<file path="config.mk">
export PLATFORM = sky130hd
export DESIGN_NAME = sp_ram_pipe
export DESIGN_NICKNAME = d
export VERILOG_FILES = /design/src/rtl/sp_ram_pipe.sv
export SDC_FILE = /design/constraint.sdc
export NUM_CORES = 1
export LEC_CHECK = 0
export BUFFER_PORTS_ARGS = -buffer_cell sky130_fd_sc_hd__buf_2
export CORE_ASPECT_RATIO = 0.8
export CORE_UTILIZATION = 61
export DETAILED_ROUTE_END_ITERATION = 6
export PLACE_DENSITY_LB_ADDON = 0.08
export SLEW_MARGIN = 20
export SYNTH_ARGS = -nofsm -noshare
export SYNTH_HDL_FRONTEND = slang
export SYNTH_SLANG_ARGS = --single-unit
export TNS_END_PERCENT = 50
</file>
<file path="constraint.sdc">
create_clock -name clk -period 2.7 [get_ports clk]
set_input_delay 0.135 -clock clk [delete_from_list [all_inputs] [get_ports clk]]
set_output_delay 0.135 -clock clk [all_outputs]
set_load 0.01 [all_outputs]
</file>
<file path="src/rtl/sp_ram_pipe.sv">
// Single-port RAM: valid/ready requests, byte enables, RD_LAT-deep read pipe, post-reset clear sweep.
// Define SP_RAM_PARITY_EN to add per-byte even parity storage and a parity_err response flag.
module sp_ram_pipe #(
    parameter int unsigned DATA_W = 8,
    parameter int unsigned ADDR_W = 4,
    parameter int unsigned RD_LAT = 1
) (
    input  logic                  clk,
    input  logic                  reset,
    input  logic                  req_valid,
    output logic                  req_ready,
    input  logic                  req_we,
    input  logic [ADDR_W-1:0]     req_addr,
    input  logic [DATA_W-1:0]     req_wdata,
    input  logic [DATA_W/8-1:0]   req_be,
    output logic                  rsp_valid,
    output logic [DATA_W-1:0]     rsp_rdata,
    output logic                  parity_err
);

    localparam int unsigned DEPTH = 2 ** ADDR_W;
    localparam int unsigned NB    = DATA_W / 8;

    typedef enum logic [0:0] {StInit, StIdle} state_e;

    state_e              state_q;
    logic [ADDR_W-1:0]   cnt_q;
    logic                ready_q;

    logic [DATA_W-1:0]   mem [DEPTH];

    logic [RD_LAT-1:0]   pv_q;
    logic [DATA_W-1:0]   pd_q [RD_LAT];

    logic                rsp_valid_q;
    logic [DATA_W-1:0]   rsp_rdata_q;
    logic                perr_q;

    logic                accept;
    logic                wr_en;
    logic                rd_en;
    logic                sweep_we;
    logic                par_mismatch;

    assign accept   = req_valid & ready_q;
    assign wr_en    = accept & req_we;
    assign rd_en    = accept & ~req_we;
    // Held reset must not disturb the array; the sweep only runs once reset is released.
    assign sweep_we = (state_q == StInit) & ~reset;

    always_ff @(posedge clk or posedge reset) begin
        if (reset) begin
            state_q <= StInit;
            cnt_q   <= '0;
            ready_q <= 1'b0;
        end else begin
            case (state_q)
                StInit: begin
                    cnt_q <= cnt_q + ADDR_W'(1);
                    if (&cnt_q) begin
                        state_q <= StIdle;
                        ready_q <= 1'b1;
                    end
                end
                StIdle: begin
                    ready_q <= 1'b1;
                end
                default: begin
                    state_q <= StInit;
                    ready_q <= 1'b0;
                end
            endcase
        end
    end

    always_ff @(posedge clk) begin
        if (sweep_we) begin
            mem[cnt_q] <= '0;
        end else if (wr_en) begin
            for (int i = 0; i < NB; i++) begin
                if (req_be[i]) begin
                    mem[req_addr][8*i +: 8] <= req_wdata[8*i +: 8];
                end
            end
        end
    end

    always_ff @(posedge clk or posedge reset) begin
        if (reset) begin
            pv_q <= '0;
        end else begin
            pv_q[0] <= rd_en;
            for (int i = 1; i < RD_LAT; i++) begin
                pv_q[i] <= pv_q[i-1];
            end
        end
    end

    // Read data is sampled before any same-edge write lands, so write-then-read needs one cycle.
    always_ff @(posedge clk) begin
        pd_q[0] <= mem[req_addr];
        for (int i = 1; i < RD_LAT; i++) begin
            pd_q[i] <= pd_q[i-1];
        end
    end

`ifdef SP_RAM_PARITY_EN
    logic [NB-1:0] par [DEPTH];
    logic [NB-1:0] pp_q [RD_LAT];

    function automatic logic [NB-1:0] calc_par(input logic [DATA_W-1:0] d);
        logic [NB-1:0] p;
        for (int i = 0; i < NB; i++) begin
            p[i] = ^d[8*i +: 8];
        end
        return p;
    endfunction

    always_ff @(posedge clk) begin
        if (sweep_we) begin
            par[cnt_q] <= '0;
        end else if (wr_en) begin
            for (int i = 0; i < NB; i++) begin
                if (req_be[i]) begin
                    par[req_addr][i] <= ^req_wdata[8*i +: 8];
                end
            end
        end
    end

    always_ff @(posedge clk) begin
        pp_q[0] <= par[req_addr];
        for (int i = 1; i < RD_LAT; i++) begin
            pp_q[i] <= pp_q[i-1];
        end
    end

    assign par_mismatch = |(calc_par(pd_q[RD_LAT-1]) ^ pp_q[RD_LAT-1]);
`else
    assign par_mismatch = 1'b0;
`endif

    always_ff @(posedge clk or posedge reset) begin
        if (reset) begin
            rsp_valid_q <= 1'b0;
            rsp_rdata_q <= '0;
            perr_q      <= 1'b0;
        end else begin
            rsp_valid_q <= pv_q[RD_LAT-1];
            perr_q      <= pv_q[RD_LAT-1] & par_mismatch;
            if (pv_q[RD_LAT-1]) begin
                rsp_rdata_q <= pd_q[RD_LAT-1];
            end
        end
    end

    assign req_ready  = ready_q;
    assign rsp_valid  = rsp_valid_q;
    assign rsp_rdata  = rsp_rdata_q;
    assign parity_err = perr_q;

endmodule

</file>
**After elaboration in Yosys (flattened, before gate mapping)**

Memories as Yosys holds them, arrays and structs flattened. A register that Yosys moved wholly into a read port is not among the register bits.
Cells that the tools add are included.

- Add/subtract/negate cells: 1
- Equality and inequality tests: 1
- Muxes and demuxes: 13
- Bitwise gates (word level): 7
- Reduce and logical (&&, ||, !) cells: 2

Operator list:

| kind | count |
|---|---|
| 1-bit two-way mux | 10 |
| 8-bit two-way mux | 1 |
| 8-bit OR reduction | 1 |
| 4-bit by 1-bit adder with 4-bit output (second input constant) | 1 |
| 1-bit bitwise AND | 4 |
| 4-bit two-way mux | 1 |
| 4-bit AND reduction | 1 |
| 1-bit NOT | 3 |
| 2-bit by 1-bit != test with 1-bit output (second input constant) | 1 |
| 1-bit case mux with 2 select lines | 1 |

- Flip-flop bits (word level): 8
- Bits in writable memories: 136
- Input port bits: 17
- Output and inout port bits: 11
- Word-level logic and storage cells: 31
- Memories: 2

Memories:

| memory | words | width | rd ports | clocked after Yosys merged registers in | write ports | RTL line | RTL |
|---|---|---|---|---|---|---|---|
| mem | 16 | 8 | 1 | 0 | 1 | 30 | `logic [DATA_W-1:0] mem [DEPTH];` |
| pd_q | 1 | 8 | 1 | 1 | 1 | 33 | `logic [DATA_W-1:0] pd_q [RD_LAT];` |

**Longest topological paths before layout**

- Word-level depth: 7
- Gate-level depth with buffers: 6
- Gate-level depth less buffers: 3

**Least setup slack after synthesis**

Ideal clock, no wire load.

- Path type: flip-flop to flip-flop
- Start point: register state_q
- End point: memory mem[10][0] (enable)
- Library setup time: 0.375 ns
- Arrival time: 1.614 ns
- Data required time: 2.325 ns
- Path slack: 0.711 ns
- Stages on the path, launching flop included: 6
- Buffers on the path: 2
- Path through: dfrtp_1 > buf_2 > nor2_1 > buf_2 > o211ai_1 > a21oi_1

- Longest elaborated chain between the ends: 6
- Elaborated cells on any way between the ends: 9

RTL lines:

| item | RTL line | RTL |
|---|---|---|
| start: declaration | 26 | `state_e state_q;` |
| start signal: assignment | 53 | `state_q <= StInit;` |
| start signal: assignment | 61 | `state_q <= StIdle;` |
| start signal: assignment | 69 | `state_q <= StInit;` |
| 1-bit NOT (*) | n/a |  |
| 1-bit bitwise AND (*) | 49 | `assign sweep_we = (state_q == StInit) & ~reset;` |
| 1-bit two-way mux | 77 | `if (sweep_we) begin` |
| 1-bit two-way mux (not written as such) | 82 | `mem[req_addr][8*i +: 8] <= req_wdata[8*i +: 8];` |
| 8-bit OR reduction (no source line) | n/a |  |
| 4-bit two-way mux (no source line) / 1-bit two-way mux (equally long branches) | n/a |  |
| end: declaration | 30 |  |

Every way passes the cells marked *; elsewhere a longest branch is shown, timed or not.

**Worst setup path in the final report**

- Start point: register ready_q (netlist: req_ready)
- End point: memory mem[1][1] (enable)

- Longest elaborated chain between the ends: 7
- Elaborated cells on any way between the ends: 8

RTL lines:

| item | RTL line | RTL |
|---|---|---|
| start: declaration | 28 | `logic ready_q;` |
| start signal: assignment | 55 | `ready_q <= 1'b0;` |
| start signal: assignment | 62 | `ready_q <= 1'b1;` |
| start signal: assignment | 66 | `ready_q <= 1'b1;` |
| 1-bit bitwise AND (*) | 45 | `assign accept = req_valid & ready_q;` |
| 1-bit bitwise AND (*) | 46 | `assign wr_en = accept & req_we;` |
| 1-bit two-way mux (*) | 79 | `end else if (wr_en) begin` |
| 1-bit two-way mux (*) | 77 |  |
| 1-bit two-way mux (not written as such) (*) | 82 |  |
| 8-bit OR reduction (no source line) | n/a |  |
| 4-bit two-way mux (no source line) / 1-bit two-way mux (equally long branches) | n/a |  |

Marks and branches as above.

==> reports/metrics.csv <==
stage,metric,value,unit
yosys,syn_inst,333,
sta,hold_viol_final,0,
sta,worst_slack,497.1,ps
sta,rsz0062_at_grt,no,
floorplan,start_util,63.34,%
global_route,gr-total-overflow,0,
route,drc,0,
job,maxCapViolCount,0,
pwr,ir_drop,674.8,uV
cts,cts_buffers,17,
pwr,p_leak,2.837,nW
cts,path_clk_slew,60,ps
floorplan,die_h,91.72,um
sta,finalMaxSlewViolations,0,
finish,final.fill_count,614,
finish,finalInstanceArea,0.007124,sq mm
yosys,ys_ff_latch,152,
cts,clock_path_buffers,2,
cts,clk_latency,420,ps
placement,place.gp.congestion,0.9223,
yosys,synth_edf_count,128,
critical_path,cp-end-kind,flip-flop,
sta,maxSlewHeadroom,42.81,%
yosys,yosysWarningCount,0,
cts,clock-root-buffer,clkbuf_16,
yosys,yosys-top-cells-count,"edfxtp_1 (128), mux4_2 (17), nand4_1 (17)",
route,vias,3336,
route,vias_per_cell,6.306,
critical_path,cp_max_fo,24,
finish,utilization,73.53,%
yosys,synth_top_cell_by_area,edfxtp_1,
placement,place.port_buffers,26,
yosys,synthesis.nets,351,
cts,cts_tree,yes,
critical_path,worstSetupPathType,reg2reg,
yosys,async_flop_share,10.53,%
global_route,antenna_found_initial,0,
floorplan,fp.dieW,114.1,um
finish,layout.nets,398,
placement,dp_slack,488.9,ps
floorplan,row_count,32,
global_route,grt_max_degree,25,
route,antenna_left,0,
sta,setup-tns-final,0,ps
global_route,grt_pass1_vias,3345,
yosys,netlist_area,0.006137,sq mm
sta,post-route-min-period,2203,ps
finish,diodes,0,
yosys,synth.avg_cell_area,18.43,sq um
route,dr.pass1.iters,5,
finish,area_delta_synth_final,16.09,%
yosys,synth-seq-area-share,71.76,%
finish,final_layout_size_suffix_gt1_share,28.50,%
floorplan,dieArea,0.01047,sq mm
yosys,synth_top_flop_cell,edfxtp_1,
yosys,synth.top_cell.area_share,62.63,%
yosys,yosysMostFrequentCell,edfxtp_1,
global_route,track_usage,27.63,%
cts,htreeDepth,4,
sta,timing.fmax,453.9,MHz
outcome,status,completed,
route,wl_per_cell,24.60,um
global_route,grt_pass1_wl,19.77,mm
yosys,synthTopCellsByArea,"edfxtp_1 (63%), dfrtp_1 (6.5%), mux4_1 (6.4%)",
worst_hold_path,hold_path_class,in2reg,
cts,cts_sinks,152,
route,drtIter0Drc,443,
sta,worstMarginPinSlew,857.8,ps
yosys,ys_types,31,
critical_path,start_kind,flip-flop,
critical_path,crit_required,2750,ps
sta,finClkSkew,8.296,ps
sta,timing.final.crit_share,81.59,%
route,totalWireLength,13.02,mm
pwr,power_density,708.5,mW/mm^2
placement,place_area,0.006502,sq mm
floorplan,core-area,0.009689,sq mm
critical_path,worstPathArrival,2250,ps
placement,dp_hpwl,8.570,mm
floorplan,pin_count,28,
sta,setup_viol,0,
[registers in the layout, indices dropped and copies added (netlist names)]
| name | cells |
|---|---|
| cnt_q | 4 |
| pv_q | 1 |
| rsp_rdata | 8 |
| pd_q | 8 |
| mem | 128 |
| rsp_valid | 1 |
| req_ready | 1 |
| state_q | 1 |
[metrics by stage]
stage	power, W	instances	hold slack [ps]
after floorplan	0.002717	333	48.74
after global placement	0.002778	494	258.3
after detailed placement	0.002784	494	271.9
after CTS	0.005067	529	263.5
after global routing	0.005182	529	280.1
final	0.005047	529	271.7
[where the power goes]
| part | leakage [nW] | internal [W] | total [W] | switching, W |
|---|---|---|---|---|
| clock network | 0.297 | 0.00139 | 0.00231 | 0.000916 |
| logic | 0.848 | 0.0000759 | 0.000183 | 0.000107 |
| registers | 1.69 | 0.00255 | 0.00255 | 0.00000877 |
[area by class of cell]
class / count / area (sq um) / area share (%)
sequential: 152 / 4404 / 61.82
clock buffer: 24 / 535.5 / 7.517
inverter: 1 / 3.754 / 0.05269
multi-input combinational: 152 / 1579 / 22.16
tap: 136 / 170.2 / 2.388
timing repair buffer: 56 / 375.4 / 5.269
clock inverter: 8 / 56.30 / 0.7903
[critical path, stage by stage (launching register included)]
cell,delay (ps)
dfrtp_1,390
and4_1,250
buf_4,260
nor2_1,80
buf_4,160
a21oi_1,660
[worst paths after layout]
path,depth (start not counted),endpoint,from,slack (ps)
min reg2reg,1,rsp_rdata[7],pd_q[0][7],460
min in group asynchronous,3,rsp_rdata[5],reset,350
min,2,mem[10][0],req_wdata[0],270
max reg2reg,5,mem[1][1],req_ready,500
max in group asynchronous,3,rsp_rdata[1],reset,1950
max,5,mem[1][1],req_ready,500
[layer usage]
| layer | routed length [um] | part of all wire [%] | vias to the layer above | GRT usage, % |
|---|---|---|---|---|
| li1 | - | - | 1468 | - |
| met1 | 5587 | 43 | 1716 | 38.16 |
| met2 | 6453 | 50 | 129 | 43.08 |
| met3 | 725 | 5.6 | 23 | 7.138 |
| met4 | 248 | 1.9 | 0 | 10.06 |
| met5 | 0 | 0 | - | 0 |
[cells by family (layout without fill, tap and decap cells)]
group           count (synthesis)  after routing  synth area share, %
other cells                     1              1              0.06110
fa+ha+maj                       1              1               0.2038
buf+inv                        29             89                2.508
flops                         152            152                71.76
mux                            41             41                14.31
compound gates                 49             49                5.443
xor+xnor                        3              3               0.4282
simple gates                   57             57                5.280
[placed cells by master (no fill, tap or decap), types with 2 or more instances in the layout]
master / synthesis / layout
buf_4: 1 / 26
edfxtp_1: 128 / 128
nor2_1: 7 / 7
and4_1: 2 / 2
clkbuf_16: 0 / 20
buf_2: 8 / 26
a22oi_1: 16 / 16
and3_1: 8 / 8
o2111ai_1: 6 / 6
clkbuf_8: 0 / 2
o211ai_1: 9 / 9
mux4_1: 15 / 15
nand4_1: 17 / 17
or2_2: 2 / 2
inv_6: 0 / 2
a21oi_1: 16 / 16
mux2_2: 9 / 9
nand2_1: 9 / 9
and2_1: 2 / 2
dfxtp_1: 8 / 8
mux4_2: 17 / 17
dlygate4sd3_1: 0 / 3
clkinv_4: 0 / 2
clkbuf_1: 16 / 2
dfrtp_1: 16 / 16
xnor2_1: 3 / 3
clkinv_2: 0 / 3
nor2b_1: 8 / 8
[what timing repair did]
item,4_1_cts,5_1_grt
gates resized for setup,0,0
buffers inserted,0,0
hold buffers,3,0
setup endpoints to repair,0,0
endpoints found under the hold margin,17,0
Power figures use the tool's default switching activity.
